$ cat config.mk
export PLATFORM = sky130hd
export DESIGN_NAME = nes_controller_responder_flat
export DESIGN_NICKNAME = d
export VERILOG_FILES = /design/src/rtl/nes_controller_responder_if.sv /design/src/rtl/nes_controller_responder.sv /design/src/flat_wrapper.sv
export SDC_FILE = /design/constraint.sdc
export NUM_CORES = 1
export LEC_CHECK = 0
export BUFFER_PORTS_ARGS = -buffer_cell sky130_fd_sc_hd__buf_2
export CAP_MARGIN = 20
export CORE_ASPECT_RATIO = 1.75
export CORE_MARGIN = 8
export CORE_UTILIZATION = 39
export DETAILED_ROUTE_END_ITERATION = 8
export PLACE_DENSITY_LB_ADDON = 0.12
export SLEW_MARGIN = 20
export SYNTH_ARGS = -nofsm -noshare
export SYNTH_HDL_FRONTEND = slang
export SYNTH_SLANG_ARGS = --single-unit
$ cat constraint.sdc
create_clock -name clk -period 2.76 [get_ports clk]
set_input_delay 0.414 -clock clk [delete_from_list [all_inputs] [get_ports clk]]
set_output_delay 0.414 -clock clk [all_outputs]
set_load 0.05 [all_outputs]
$ cat src/rtl/nes_controller_responder_if.sv
// nes_controller_responder_if: NES latch/pulse/data link between reader (master) and pad (slave).
interface nes_controller_responder_if;
  logic nes_latch;
  logic nes_pulse;
  logic nes_data;
  modport master (output nes_latch, output nes_pulse, input nes_data);
  modport slave (input nes_latch, input nes_pulse, output nes_data);
endinterface

$ cat src/rtl/nes_controller_responder.sv
// nes_controller_responder: 4021-style NES pad emulation; snapshots buttons on latch, shifts them out active-low.
module nes_controller_responder #(
  parameter int SYNC_STAGES = 2,
  parameter int TIMEOUT_CYCLES = 4096,
  parameter logic IDLE_DATA = 1'b1
) (
  input  logic clk,
  input  logic reset_n,
  input  logic [7:0] buttons,
  output logic frame_done,
  output logic busy,
  nes_controller_responder_if.slave link
);
  localparam int TW = $clog2(TIMEOUT_CYCLES);
  typedef enum logic [1:0] {IDLE, LOAD, SHIFT, DONE} state_t;
  state_t state_q;
  logic [SYNC_STAGES-1:0] latch_sync_q, pulse_sync_q;
  logic latch_q, pulse_q;
  logic [7:0] btn_m_q, btn_s_q, shreg_q;
  logic [3:0] bit_cnt_q;
  logic [TW-1:0] timer_q;
  logic frame_done_q, busy_q;
  logic latch_s, pulse_s, pulse_rise, latch_fall;
  assign latch_s = latch_sync_q[SYNC_STAGES-1];
  assign pulse_s = pulse_sync_q[SYNC_STAGES-1];
  assign pulse_rise = pulse_s & ~pulse_q;
  assign latch_fall = ~latch_s & latch_q;
  assign link.nes_data = shreg_q[0];
  assign frame_done = frame_done_q;
  assign busy = busy_q;
  always_ff @(posedge clk or negedge reset_n)
    if (!reset_n) begin
      latch_sync_q <= '0;
      pulse_sync_q <= '0;
      latch_q <= 1'b0;
      pulse_q <= 1'b0;
      btn_m_q <= '0;
      btn_s_q <= '0;
    end else begin
      latch_sync_q <= {latch_sync_q[SYNC_STAGES-2:0], link.nes_latch};
      pulse_sync_q <= {pulse_sync_q[SYNC_STAGES-2:0], link.nes_pulse};
      latch_q <= latch_s;
      pulse_q <= pulse_s;
      btn_m_q <= buttons;
      btn_s_q <= btn_m_q;
    end
  // Latch wins over everything, including a pulse edge in the same cycle.
  always_ff @(posedge clk or negedge reset_n)
    if (!reset_n) begin
      state_q <= IDLE;
      shreg_q <= 8'hFF;
      bit_cnt_q <= '0;
      timer_q <= '0;
      frame_done_q <= 1'b0;
      busy_q <= 1'b0;
    end else begin
      frame_done_q <= 1'b0;
      if (latch_s) begin
        state_q <= LOAD;
        busy_q <= 1'b1;
        shreg_q <= ~btn_s_q;
        bit_cnt_q <= '0;
        timer_q <= '0;
      end else begin
        case (state_q)
          LOAD: if (latch_fall) begin
            state_q <= SHIFT;
            bit_cnt_q <= '0;
            timer_q <= '0;
          end
          SHIFT, DONE: if (pulse_rise) begin
            shreg_q <= {IDLE_DATA, shreg_q[7:1]};
            timer_q <= '0;
            if (state_q == SHIFT) begin
              bit_cnt_q <= bit_cnt_q + 4'd1;
              if (bit_cnt_q == 4'd7) begin
                state_q <= DONE;
                frame_done_q <= 1'b1;
              end
            end
          end else if (timer_q == TW'(TIMEOUT_CYCLES - 1)) begin
            state_q <= IDLE;
            busy_q <= 1'b0;
            shreg_q <= {8{IDLE_DATA}};
            bit_cnt_q <= '0;
            timer_q <= '0;
          end else begin
            timer_q <= timer_q + 1'b1;
          end
          default: ;
        endcase
      end
    end
endmodule
$ cat src/flat_wrapper.sv
// flat-port wrapper written by rule: the top's interface ports become plain ports
module nes_controller_responder_flat 
#(
  parameter int SYNC_STAGES = 2,
  parameter int TIMEOUT_CYCLES = 4096,
  parameter logic IDLE_DATA = 1'b1
)
  (clk, reset_n, buttons, frame_done, busy, link_nes_latch, link_nes_pulse, link_nes_data);
  nes_controller_responder_if link_i ();
  input  logic clk;
  input  logic reset_n;
  input  logic [7:0] buttons;
  output logic frame_done;
  output logic busy;
  input wire logic [$bits(link_i.nes_latch)-1:0] link_nes_latch;
  input wire logic [$bits(link_i.nes_pulse)-1:0] link_nes_pulse;
  output wire logic [$bits(link_i.nes_data)-1:0] link_nes_data;
  assign link_i.nes_latch = link_nes_latch;
  assign link_i.nes_pulse = link_nes_pulse;
  assign link_nes_data = link_i.nes_data;
  nes_controller_responder #(.SYNC_STAGES(SYNC_STAGES), .TIMEOUT_CYCLES(TIMEOUT_CYCLES), .IDLE_DATA(IDLE_DATA)) u_core (.clk(clk), .reset_n(reset_n), .buttons(buttons), .frame_done(frame_done), .busy(busy), .link(link_i));
endmodule
# == Yosys cells after proc, flatten, opt, wreduce, memory -nomap -nowiden ==
# Index checks and enable logic that the tools add are counted.
# op_classes
mux,31
bitwise_logic,5
addsub,2
n_reduce_logical,10
n_eq_ne,10
# op_table
operator,n
$mux W12,4
$mux W8,4
$pmux W12 S2,1
$mux W4,5
$add A12 B1 Y12 const B,1
$eq A12 B12 Y1 const B,1
$mux W2,6
$mux W1,9
$ne A4 B3 Y1 const B,2
$not A8 Y8,1
$pmux W4 S2,1
$reduce_bool A3 Y1,2
$reduce_and A5 Y1,1
$add A4 B1 Y4 const B,1
$eq A2 B2 Y1 const B,2
$eq A4 B3 Y1 const B,1
$ne A4 B1 Y1 const B,1
$pmux W2 S2,1
$reduce_and A2 Y1,2
$reduce_and A4 Y1,1
$reduce_bool A2 Y1,2
$ne A3 B1 Y1 const B,1
$reduce_and A3 Y1,1
$and A1 B1 Y1,2
4 further kinds,5
# word_totals
out_inout_bits,3
register_bits,50
wordCells,70

# == Longest topological paths before layout ==
# logic_depth
depth_word,6
depth_mapped,7

# == Worst setup path after synthesis ==
# Ideal clock, no wire load.
# synth_path
path_kind,flip-flop to flip-flop
from,reg u_core.timer_q[0]
to,reg u_core.bit_cnt_q[3]
path_stages_with_launch,7
slack_ns,1.033
t_arrival_ns,1.603
synth_period_minus_slack_ns,1.727
required_ns,2.636
setup_ns,0.124
path_cell_list,dfrtp_1 ha_1 nand3_1 or4_1 buf_2 a221oi_2 o21bai_1
# synth_via
elab_chain_cells,3
# synth_rtl
item,line,rtl
"start, declared",nes_controller_responder.sv:21,logic [TW-1:0] timer_q;
"start signal, assigned",nes_controller_responder.sv:88,timer_q <= timer_q + 1'b1;
$eq A12 B12 Y1,nes_controller_responder.sv:81,end else if (timer_q == TW'(TIMEOUT_CYCLES - 1)) begin
$ne A4 B1 Y1 (no source line),-,
$reduce_and A4 Y1 (no source line),-,
"end signal, assigned",nes_controller_responder.sv:75,bit_cnt_q <= bit_cnt_q + 4'd1;
"end, declared",nes_controller_responder.sv:20,logic [3:0] bit_cnt_q;
# Every way passes these cells.
# A chain may end at the register's enable or synchronous reset.

# == Final worst setup path ==
# layout_path
from,reg u_core.timer_q[0]
to,reg u_core.bit_cnt_q[2]
# The elaborated chain is that of the path after synthesis.

==> impl_metrics.toml <==
[global_route]
antenna_found_initial = 0
globalRouteTotalUtil = 0.1143
grt_pass1_vias = 1534
grt_max_degree = 22
grt_overflow = 0
grt_pass1_wl_mm = 7.334

[synthesis]
synth_area_um2 = 2081
synth_seq_cells = 50
synth_edf_count = 0
synth_top_cell_area_share = 0.5051
synthDistinctLibCells = 48
synth_area_leaders = "dfrtp_1 51%, dfstp_2 10%, mux2_2 3.8%"
netlist_instances = 175
yosysSeqAreaShare = 0.6061
ys_warn_count = 0
syn_area_per_cell_um2 = 11.89
synth_nets = 189
synth_flop_cell = "dfrtp_1"
async_flop_share = 1.000
yosysTopAreaCell = "dfrtp_1"

[setup_path]
r2r_slack_ns = 0.72
path_max_fanout = 9
cp_slowest_cell = "or4_1"
reg2reg_to = "u_core.bit_cnt_q[2]$_DFFE_PN0P_"
cpPeakStageDelay_ns = 0.62
crit_start = "u_core.timer_q[0]$_DFFE_PN0P_"
worst-path-buf-inv = 0
reg2reg_from = "u_core.timer_q[0]$_DFFE_PN0P_"
crit_family = "simple AND/OR/NAND/NOR gates"
required_ns = 2.93
startpoint_type = "flop"
crit_path_end_kind = "flop"
crit_end = "u_core.bit_cnt_q[2]$_DFFE_PN0P_"
critPathKind = "reg -> reg"
path_cells = "ha_1 > nand3_1 > or4_1 > nand2_1 > a41oi_1"
path_depth = 5
reg2regPathDepth = 5
crit_arrival_ns = 2.21

[die]
core_area_um2 = 5211
fp.dieW_um = 71.22
dieArea_um2 = 8021
rows = 35
dieHeight_um = 112.6
initial_core_util = 0.3993
ios = 15

[timing]
final.min_clock_period_ns = 2.041
fmax_ghz = 0.4899
setup_viol = 0
skew_ns = 0.004095
worstMarginPinSlew_ns = 0.7148
slew_headroom = 0.5225
rsz0062_at_grt = "no"
fin_tns_setup_ns = 0
period_share = 0.7396
finalMaxSlewViolations = 0
final-hold-violation-count = 0

[pwr]
p_leak_nw = 0.9515
p_comb_frac = 0.084
p_seq_frac = 0.561
p_per_area_nw_per_um2 = 623.1
switching_power_mw = 0.3400
ir_drop_mv = 0.4246
p_clk_frac = 0.356
internal-power_mw = 1.105
p_sw_frac = 0.2352

[cts]
tritoncts = "done"
post_cts_buffers = 0
clock_path_buffers = 2
cts-hold-fix-buffers = 0
cts_resized = 0
clockRootBuffer = "clkbuf_8"
clk_pin_slew_worst_paths_ns = 0.09
cts_num_sinks = 50
clk_latency_ns = 0.30
cts_buffers = 5
htree_num_levels = 2

[routing]
wl_mm = 4.264
wl_per_cell_um = 17.26
vias_per_cell = 5.757
vias = 1422
dr.pass1.iters = 4
drt_iter0_markers = 142
drcViolationCount = 0
drtAntennaViolNets = 0

[placement]
dp_hpwl_mm = 3.057
routabilityCongestion = 0.8166
port_buffers = 14

[job]
maxCapViolCount = 0

[cells_and_area]
layout_commonest_cell = "dfrtp_1"
fillCellCount = 479
n_antenna_cell = 0
layout_common_cells = "42 x dfrtp_1, 14 x buf_2, 12 x nand2_1"
seqCellArea_um2 = 1261
multi_input_area_um2 = 757.0
area_delta_synth_final_pct = 11.49
postLayoutCoreUtil = 0.4451
drive_gt1_frac = 0.2396
nets = 205

[min_path]
hold_class = "in -> async"

[run_status]
run_status = "finished, final reports clean"
worst min path at each step:
stage / from / endpoint / slack, ns / cells after the start
after floorplan: reset_n / u_core.bit_cnt_q[0]$_DFFE_PN0P_ / 0.12 / 0
after global placement: u_core.btn_m_q[2]$_DFF_PN0_ / u_core.btn_s_q[2]$_DFF_PN0_ / 0.33 / 0
after detailed placement: u_core.latch_sync_q[0]$_DFF_PN0_ / u_core.latch_sync_q[1]$_DFF_PN0_ / 0.33 / 0
after CTS: reset_n / u_core.latch_sync_q[1]$_DFF_PN0_ / 0.06 / 1
after global routing: reset_n / u_core.state_q[0]$_DFFE_PN0P_ / 0.09 / 1
final: reset_n / u_core.frame_done$_DFF_PN0_ / 0.05 / 1
cells by family after synthesis:
| logic type | Yosys count | synth area share |
|---|---|---|
| xor+xnor | 1 | 0.004210 |
| mux | 9 | 0.04751 |
| flops | 50 | 0.6061 |
| fa+ha+maj | 2 | 0.01202 |
| compound gates | 48 | 0.1660 |
| buf+inv | 14 | 0.03007 |
| simple gates | 51 | 0.1341 |
state kept, by name, indices dropped and copies added, names as in the netlist:
name,cells
u_core.timer_q,12
u_core.btn_m_q,8
u_core.latch_q,1
u_core.frame_done,1
u_core.pulse_q,1
u_core.state_q,2
u_core.bit_cnt_q,4
u_core.pulse_sync_q,2
u_core.busy,1
u_core.shreg_q,8
u_core.btn_s_q,8
u_core.latch_sync_q,2
metrics by stage:
step | power [mW] | worst slack, ns | hold slack [ns] | cell area, um2 | cells
floorplan | 0.8954 | 1.033 | 0.1184 | 2081 | 175
global placement | 0.9408 | 0.8231 | 0.3339 | 2210 | 239
detailed placement | 0.9462 | 0.7474 | 0.3347 | 2210 | 239
CTS | 1.460 | 0.7270 | 0.06448 | 2320 | 247
global route | 1.498 | 0.5679 | 0.08746 | 2320 | 247
finish | 1.445 | 0.7187 | 0.05035 | 2320 | 247
power groups by stage:
stage               Clock, mW  Sequential, mW  Combinational [mW]
CTS                     0.528           0.810               0.123
global placement            0           0.822               0.119
global route            0.549           0.815               0.134
finish                  0.514           0.810               0.121
detailed placement          0           0.823               0.124
floorplan                   0           0.819              0.0759
Yosys cell counts, drive strengths merged (2+ instances only):
cell type	instances
and3	3
buf	3
dfrtp	42
inv	4
dfstp	8
mux2	7
mux2i	2
nor2	6
a41oi	4
nor2b	2
o31ai	2
nand2b	3
nor4	4
nand4	2
a221oi	2
clkbuf	7
o21ai	10
and2	2
a211oi	2
a2bb2oi	7
a31oi	5
ha	2
a21oi	6
nand2	12
nor3	5
nand3	6
routing by layer:
layer / routed length [um] / vias up / global-route usage
met4: 68 / 0 / 0.04755
li1: - / 682 / -
met2: 2266 / 28 / 0.2078
met5: 0 / - / 0
met1: 1788 / 706 / 0.1218
met3: 140 / 6 / 0.02411
layout make-up:
cell class	count	area share
flip-flops and latches	50	0.5437
multi-input cells	111	0.3263
repair buffers	19	0.04639
clock buffers	6	0.03128
well taps	55	0.02967
clock inverters	2	0.01618
inverters	4	0.006473
(Power assumes the default switching activity.)
